[src/rtl/uart_wb_arbiter_pkg.sv]
// Shared types and constants for the UART Wishbone arbiter.
package uart_wb_arb_pkg;
  typedef enum logic [1:0] {
    IDLE  = 2'd0,
    BUSY  = 2'd1,
    ABORT = 2'd2
  } arb_state_e;

  localparam logic M0 = 1'b0;
  localparam logic M1 = 1'b1;

  localparam int ADR_W = 32;
  localparam int DAT_W = 32;
  localparam int SEL_W = 4;
endpackage

[src/rtl/wb_timeout_ctr.sv]
// Saturating stall counter; o_expired holds once TIMEOUT_CYCLES stalled cycles are seen.
module wb_timeout_ctr #(
  parameter int CNT_W          = 16,
  parameter int TIMEOUT_CYCLES = 255
) (
  input  logic i_clk,
  input  logic i_rst_n,
  input  logic i_clr,
  input  logic i_en,
  output logic o_expired
);
  localparam logic [CNT_W-1:0] LP_LIMIT = CNT_W'(TIMEOUT_CYCLES);

  logic [CNT_W-1:0] r_cnt;

  always_ff @(posedge i_clk or negedge i_rst_n) begin
    if (!i_rst_n)                        r_cnt <= '0;
    else if (i_clr)                      r_cnt <= '0;
    else if (i_en && r_cnt != LP_LIMIT)  r_cnt <= r_cnt + 1'b1;
  end

  assign o_expired = (r_cnt == LP_LIMIT);
endmodule

[src/rtl/uart_wb_arbiter.sv]
// Two-master round-robin Wishbone arbiter in front of the UART macro slave port,
// granting whole bus cycles and aborting stalled accesses with a bus error.
module uart_wb_arbiter
  import uart_wb_arb_pkg::*;
#(
  parameter int TIMEOUT_CYCLES = 255,
  parameter int CNT_W          = 16
) (
  input  logic             wb_clk_i,
  input  logic             wb_rst_ni,
  input  logic             m0_cyc_i,
  input  logic             m0_stb_i,
  input  logic             m0_we_i,
  input  logic [SEL_W-1:0] m0_sel_i,
  input  logic [ADR_W-1:0] m0_adr_i,
  input  logic [DAT_W-1:0] m0_dat_i,
  output logic             m0_ack_o,
  output logic             m0_err_o,
  output logic [DAT_W-1:0] m0_dat_o,
  input  logic             m1_cyc_i,
  input  logic             m1_stb_i,
  input  logic             m1_we_i,
  input  logic [SEL_W-1:0] m1_sel_i,
  input  logic [ADR_W-1:0] m1_adr_i,
  input  logic [DAT_W-1:0] m1_dat_i,
  output logic             m1_ack_o,
  output logic             m1_err_o,
  output logic [DAT_W-1:0] m1_dat_o,
  output logic             s_cyc_o,
  output logic             s_stb_o,
  output logic             s_we_o,
  output logic [SEL_W-1:0] s_sel_o,
  output logic [ADR_W-1:0] s_adr_o,
  output logic [DAT_W-1:0] s_dat_o,
  input  logic             s_ack_i,
  input  logic [DAT_W-1:0] s_dat_i,
  output logic [1:0]       grant_o,
  output logic             timeout_o
);
  arb_state_e r_state, w_state_nxt;
  logic       r_owner, w_owner_nxt;
  logic       r_last, w_last_nxt;
  logic       r_err_first;
  logic       w_own_cyc, w_own_stb, w_busy, w_en, w_expired;

  assign w_own_cyc = (r_owner == M1) ? m1_cyc_i : m0_cyc_i;
  assign w_own_stb = (r_owner == M1) ? m1_stb_i : m0_stb_i;
  assign w_busy    = (r_state == BUSY);
  assign w_en      = w_busy && w_own_stb && !s_ack_i;

  wb_timeout_ctr #(
    .CNT_W          (CNT_W),
    .TIMEOUT_CYCLES (TIMEOUT_CYCLES)
  ) u_tmo (
    .i_clk     (wb_clk_i),
    .i_rst_n   (wb_rst_ni),
    .i_clr     (!w_en),
    .i_en      (w_en),
    .o_expired (w_expired)
  );

  always_ff @(posedge wb_clk_i or negedge wb_rst_ni) begin
    if (!wb_rst_ni) begin
      r_state     <= IDLE;
      r_owner     <= M0;
      r_last      <= M1;
      r_err_first <= 1'b0;
    end else begin
      r_state     <= w_state_nxt;
      r_owner     <= w_owner_nxt;
      r_last      <= w_last_nxt;
      r_err_first <= w_busy && (w_state_nxt == ABORT);
    end
  end

  always_comb begin
    w_state_nxt = r_state;
    w_owner_nxt = r_owner;
    w_last_nxt  = r_last;
    case (r_state)
      IDLE: begin
        // On a tie the master that was not served last wins.
        if (m0_cyc_i && m1_cyc_i) begin
          w_owner_nxt = ~r_last;
          w_state_nxt = BUSY;
        end else if (m0_cyc_i) begin
          w_owner_nxt = M0;
          w_state_nxt = BUSY;
        end else if (m1_cyc_i) begin
          w_owner_nxt = M1;
          w_state_nxt = BUSY;
        end
      end
      BUSY: begin
        if (!w_own_cyc) begin
          w_last_nxt  = r_owner;
          w_state_nxt = IDLE;
        end else if (w_expired && !s_ack_i) begin
          w_state_nxt = ABORT;
        end
      end
      ABORT: begin
        if (!w_own_cyc) begin
          w_last_nxt  = r_owner;
          w_state_nxt = IDLE;
        end
      end
      default: w_state_nxt = IDLE;
    endcase
  end

  always_comb begin
    s_cyc_o  = w_busy && w_own_cyc;
    s_stb_o  = w_busy && w_own_stb;
    s_we_o   = (r_owner == M1) ? m1_we_i  : m0_we_i;
    s_sel_o  = (r_owner == M1) ? m1_sel_i : m0_sel_i;
    s_adr_o  = (r_owner == M1) ? m1_adr_i : m0_adr_i;
    s_dat_o  = (r_owner == M1) ? m1_dat_i : m0_dat_i;
    m0_ack_o = w_busy && (r_owner == M0) && s_ack_i;
    m1_ack_o = w_busy && (r_owner == M1) && s_ack_i;
    m0_err_o = r_err_first && (r_owner == M0);
    m1_err_o = r_err_first && (r_owner == M1);
    m0_dat_o = (w_busy && r_owner == M0) ? s_dat_i : '0;
    m1_dat_o = (w_busy && r_owner == M1) ? s_dat_i : '0;
    grant_o  = (r_state == IDLE) ? 2'b00 : ((r_owner == M1) ? 2'b10 : 2'b01);
    timeout_o = r_err_first;
  end
endmodule

[config.mk]
export PLATFORM = sky130hd
export DESIGN_NAME = uart_wb_arbiter
export DESIGN_NICKNAME = d
export VERILOG_FILES = /design/src/rtl/uart_wb_arbiter_pkg.sv /design/src/rtl/wb_timeout_ctr.sv /design/src/rtl/uart_wb_arbiter.sv
export SDC_FILE = /design/constraint.sdc
export NUM_CORES = 1
export LEC_CHECK = 0
export BUFFER_PORTS_ARGS = -buffer_cell sky130_fd_sc_hd__buf_2
export CELL_PAD_IN_SITES_DETAIL_PLACEMENT = 1
export CELL_PAD_IN_SITES_GLOBAL_PLACEMENT = 2
export CORE_UTILIZATION = 16
export DETAILED_ROUTE_END_ITERATION = 16
export GPL_ROUTABILITY_DRIVEN = 0
export HOLD_SLACK_MARGIN = 0.12
export PLACE_DENSITY_LB_ADDON = 0.1
export SYNTH_ARGS = -nofsm -noshare
export SYNTH_HDL_FRONTEND = slang
export SYNTH_SLANG_ARGS = --single-unit
[constraint.sdc]
create_clock -name wb_clk_i -period 5.5 [get_ports wb_clk_i]
set_input_delay 0.825 -clock wb_clk_i [delete_from_list [all_inputs] [get_ports wb_clk_i]]
set_output_delay 0.825 -clock wb_clk_i [all_outputs]
set_load 0.02 [all_outputs]
* Word level (Yosys, flattened, before mapping)
Index checks and enable logic that the tools add are counted.
** Word-level totals
- Word-level logic and storage cells :: 56
- Output and inout bits :: 142
- Register bits :: 21
- Bits of input ports :: 177
** Cells by class
- Reduce and logical (&&, ||, !) cells :: 19
- Mux-type cells :: 22
- Eq/ne operators :: 6
- Bitwise operators :: 3
- Add/subtract/negate cells :: 1
** Operators with widths (number)
- 2-to-1 mux 32 bit :: 4
- 2-to-1 mux 16 bit :: 2
- adder 16 x 1 -> 16 bit (second input constant) :: 1
- equality test 16 x 8 -> 1 bit (second input constant) :: 1
- 2-to-1 mux 2 bit :: 8
- inequality test 16 x 8 -> 1 bit (second input constant) :: 1
- logical AND 1 bit :: 13
- 2-to-1 mux 1 bit :: 6
- one-hot mux 2 bit (3 select lines) :: 1
- equality test 2 bit (second input constant) :: 2
- 2-to-1 mux 4 bit :: 1
- AND reduction 2 bit :: 2
- NOT 1 bit :: 3
- nonzero test 3 bit :: 1
- equality test 2 x 1 -> 1 bit (second input constant) :: 1
- logical NOT 2 bit :: 1
- inequality test 2 bit (second input constant) :: 1
- OR reduction 2 bit :: 1
- logical NOT 1 bit :: 1

* Longest topological paths before layout
- Word-level depth :: 7
- Gate-level depth with buffers :: 7
- Mapped depth without buffers :: 6

* Cells and area by module
A second synthesis with hierarchy kept.
** Second synthesis, totals
- Cell total of the unflattened synthesis :: 294
- Area, all modules :: 2585.0 um^2
** By module, submodules not included
- uart_wb_arbiter :: sequential area each 126.4 um^2, times used 1, area an instance 1665.3 um^2, cells each 198
- wb_timeout_ctr :: sequential area each 400.4 um^2, times used 1, area an instance 919.6 um^2, cells each 96

* Least setup slack after synthesis
No wires, ideal clock.
- Path kind :: reg-to-output
- Start :: reg r_state[1]
- End :: out m1_dat_o[10]
- Cell stages (with the launch flop) :: 6
- Buffers on the path :: 2
- Setup slack :: 3.279 ns
- Required time :: 4.675 ns
- Arrival :: 1.396 ns
- Cell sequence :: dfrtp_1 -> inv_1 -> ha_1 -> clkbuf_1 -> clkbuf_1 -> and3_1
** On the way
- Longest elaborated chain between the ends :: 3
** RTL lines
- start, declared :: RTL line uart_wb_arbiter.sv:40 : arb_state_e r_state, w_state_nxt;
- start signal, assigned :: RTL line uart_wb_arbiter.sv:69 : r_state <= w_state_nxt;
- equality test 2 x 1 -> 1 bit :: RTL line uart_wb_arbiter.sv:48 : assign w_busy = (r_state == BUSY);
- logical AND 1 bit :: RTL line uart_wb_arbiter.sv:124 : m1_dat_o = (w_busy && r_owner == M1) ? s_dat_i : '0;
- 2-to-1 mux 32 bit :: RTL line uart_wb_arbiter.sv:124
- end, declared :: RTL line uart_wb_arbiter.sv:28 : output logic [DAT_W-1:0] m1_dat_o,
Every way passes these cells.

* Worst setup path after layout
- Start :: reg r_owner
- End :: out m0_dat_o[31]
** On the way
- Longest elaborated chain between the ends :: 3
** RTL lines
- start, declared :: RTL line uart_wb_arbiter.sv:41 : logic r_owner, w_owner_nxt;
- start signal, assigned :: RTL line uart_wb_arbiter.sv:70 : r_owner <= w_owner_nxt;
- NOT 1 bit :: RTL line uart_wb_arbiter.sv:123 : m0_dat_o = (w_busy && r_owner == M0) ? s_dat_i : '0;
- logical AND 1 bit :: RTL line uart_wb_arbiter.sv:123
- 2-to-1 mux 32 bit :: RTL line uart_wb_arbiter.sv:123
- end, declared :: RTL line uart_wb_arbiter.sv:19 : output logic [DAT_W-1:0] m0_dat_o,
Every way passes these cells.

==> flow_summary.yaml <==
outcome:
  outcome: "complete, no violations"
critical_path:
  cp_cell_sequence: "nor2b_2, and2_1, buf_2"
  rr_worst_depth: 4
  crit_fanout: 67
  startpoint_type: "flop"
  cp.arrival_ns: 2.40
  endpoint_kind: "output port"
  path_class: "flop to output port"
  crit_slowest_cell: "nor2b_2"
  required_ns: 4.68
  cpPeakStageDelay_ns: 0.92
global_route:
  overflow: 0
  grt_antenna_before_repair: 2
  gr-usage-all-layers: 0.1784
  grt_pass1_vias: 3301
  grt_pass1_wl_um: 21560
  grt_max_degree: 68
synthesis:
  synth_mux_area_frac: 0.3227
  synth_top_cell_area_share: 0.3147
  yosysUniqueCellTypes: 41
  synth_top_family_by_area: "multiplexers"
  synthTopCellsByArea: "mux2_2 (31%), dfrtp_1 (20%), and2_1 (9.0%), and3_1 (8.7%), ha_1 (2.5%)"
  synth_simple_gate_area_share: 0.2972
  synth_compound_area_frac: 0.07742
  synth.avg_cell_area_um2: 8.820
  synth-seq-cells: 21
  syn_nets: 466
  yosysTopAreaCell: "mux2_2"
  synth_fa_ha_area_frac: 0.02498
  ys_seq_area_frac: 0.2103
  yosysWarnings: 0
  syn-cell-area_mm2: 0.002505
  syn_inst: 284
  synth_xor_xnor_area_share: 0.01748
clock_tree:
  cts.path.max_buffers: 2
  clock_latency_ns: 0.25
  root_buffer: "clkbuf_16"
  postCtsResizedCells: 0
  cts_tree: "yes"
  numCtsBuffers: 3
  cts.sinks: 21
  ctsHoldBuffers: 0
  cts_max_level: 1
  post_cts_buffers: 0
  path_clk_slew_ns: 0.06
power:
  power_mw: 1.811
  p_per_area_mw_per_mm2: 416.5
  vdd_ir_drop_max_mv: 0.1447
  leakage_nw: 2.446
route:
  drt_iter0_markers: 125
  via_per_inst: 4.204
  wl_um: 14990
  routed-via-count: 3342
  ant_nets: 0
  drc: 0
  routedWlPerCell_um: 18.86
  dr.pass1.iters: 4
timing:
  fin_crit_ns: 3.230
  rsz0062_at_grt: "false"
  tightest_slew_ns: 1.066
  setup_tns_ns: 0
  finalHoldViolations: 0
  setup_viol: 0
  finClkSkew_ns: 0.002923
  slew_violations: 0
  fin_crit_sh: 0.5873
  hold_ws_ns: 0.4930
  relSlewSlack: 0.2859
  fmax_ghz: 0.3096
cells_and_area:
  area_growth_pct: 73.58
  final_cell_mix: "buf_2 (318), mux2_2 (70), and2_1 (36), and3_1 (35), dfrtp_1 (19)"
  layout.nets: 767
  antenna_cells: 0
  finalNonFillerCells: 795
  layout_commonest_cell: "buf_2"
  drive_above_1_share: 0.6849
  utilization: 0.2850
  fillCellCount: 1897
hold_path:
  holdPathStages: 1
  hold_path_class: "flop to flop"
floorplan:
  die_w_um: 127.1
  start_util: 0.1642
  die_h_um: 127.1
  die-area_mm2: 0.01616
  pin_count: 319
  rows: 45
  core_area_mm2: 0.01526
placed_design:
  io_buffers: 318
  dp.final_hpwl_um: 12840
  dpl.cell_count: 791
flow_run:
  maxCapViolations: 0
kinds of logic after synthesis:
logic type	after synthesis
muxes	72
adders and majority gates	5
xor gates and xnor gates	5
buffers and inverters	27
and+or+nand+nor	123
DFF	21
AOI/OAI and AO/OA	31
cell usage after synthesis (all sizes together):
library cell	number
ha	5
nor4	2
and2	36
mux2	70
nand4b	1
a221oi	1
xor2	3
nand2	10
o31a	1
a21oi	10
o21a	1
dfstp	1
nor2b	4
xnor2	2
o41ai	1
a211oi	2
inv	3
nor3b	2
nand3b	1
a32o	1
nand2b	4
dfrtp	20
buf	9
or3	3
nor3	1
a31oi	4
o21ai	7
and4	3
o311ai	1
mux2i	2
clkbuf	15
nand3	5
nand4	5
o31ai	1
a32oi	1
or4	1
and3	35
nor2	10
worst paths after layout:
path / startpoint / to / slack [ns]
max: r_owner$_DFFE_PN0P_ / m0_dat_o[31] / 2.27
min: u_tmo.r_cnt[7]$_DFFE_PN0P_ / u_tmo.r_cnt[7]$_DFFE_PN0P_ / 0.49
max reg2reg: r_owner$_DFFE_PN0P_ / u_tmo.r_cnt[6]$_DFFE_PN0P_ / 3.33
min reg2reg: u_tmo.r_cnt[7]$_DFFE_PN0P_ / u_tmo.r_cnt[7]$_DFFE_PN0P_ / 0.49
max in group asynchronous: wb_rst_ni / r_owner$_DFFE_PN0P_ / 4.60
min in group asynchronous: wb_rst_ni / u_tmo.r_cnt[0]$_DFFE_PN0P_ / 0.53
sequential cells by signal, summed over array words and instances (netlist names):
name	cells
u_tmo.r_cnt	16
r_state	2
r_last	1
r_owner	1
timeout_o	1
report_power, final:
part | switching, mW | internal (mW)
combinational | 0.841 | 0.556
clock | 0.0574 | 0.0977
sequential | 0.0879 | 0.171
total | 0.986 | 0.825
area by class of cell:
| type | count | area, um2 | area share |
|---|---|---|---|
| clock buffers | 3 | 75.07 | 0.01727 |
| clock inverters | 1 | 5.005 | 0.001151 |
| inverters | 3 | 11.26 | 0.002590 |
| multi-input cells | 236 | 1856 | 0.4268 |
| flip-flops and latches | 21 | 530.5 | 0.1220 |
| well taps | 211 | 264.0 | 0.06072 |
| repair buffers | 320 | 1607 | 0.3695 |
worst max-delay path, delay by kind of cell (launching register included):
kind | cells | cell delay, ns
buf+inv | 1 | 0.18
simple gates | 2 | 1.20
flops | 1 | 0.75
metrics by stage:
| step | cell area [um2] | setup WS (ns) |
|---|---|---|
| after floorplan | 2505 | 3.279 |
| after global placement | 4268 | 2.376 |
| after detailed placement | 4268 | 2.354 |
| after CTS | 4348 | 2.074 |
| after global routing | 4348 | 1.948 |
| final | 4348 | 2.270 |
layer usage:
| metal | GRT usage | vias to the layer above | share of wire |
|---|---|---|---|
| li1 | - | 1626 | - |
| met1 | 0.2318 | 1595 | 0.42 |
| met2 | 0.3209 | 115 | 0.52 |
| met3 | 0.02596 | 4 | 0.053 |
| met4 | 0.01891 | 2 | 0.0021 |
| met5 | 0 | - | 0.00087 |
Note: power is estimated with default switching activity, not from simulation.
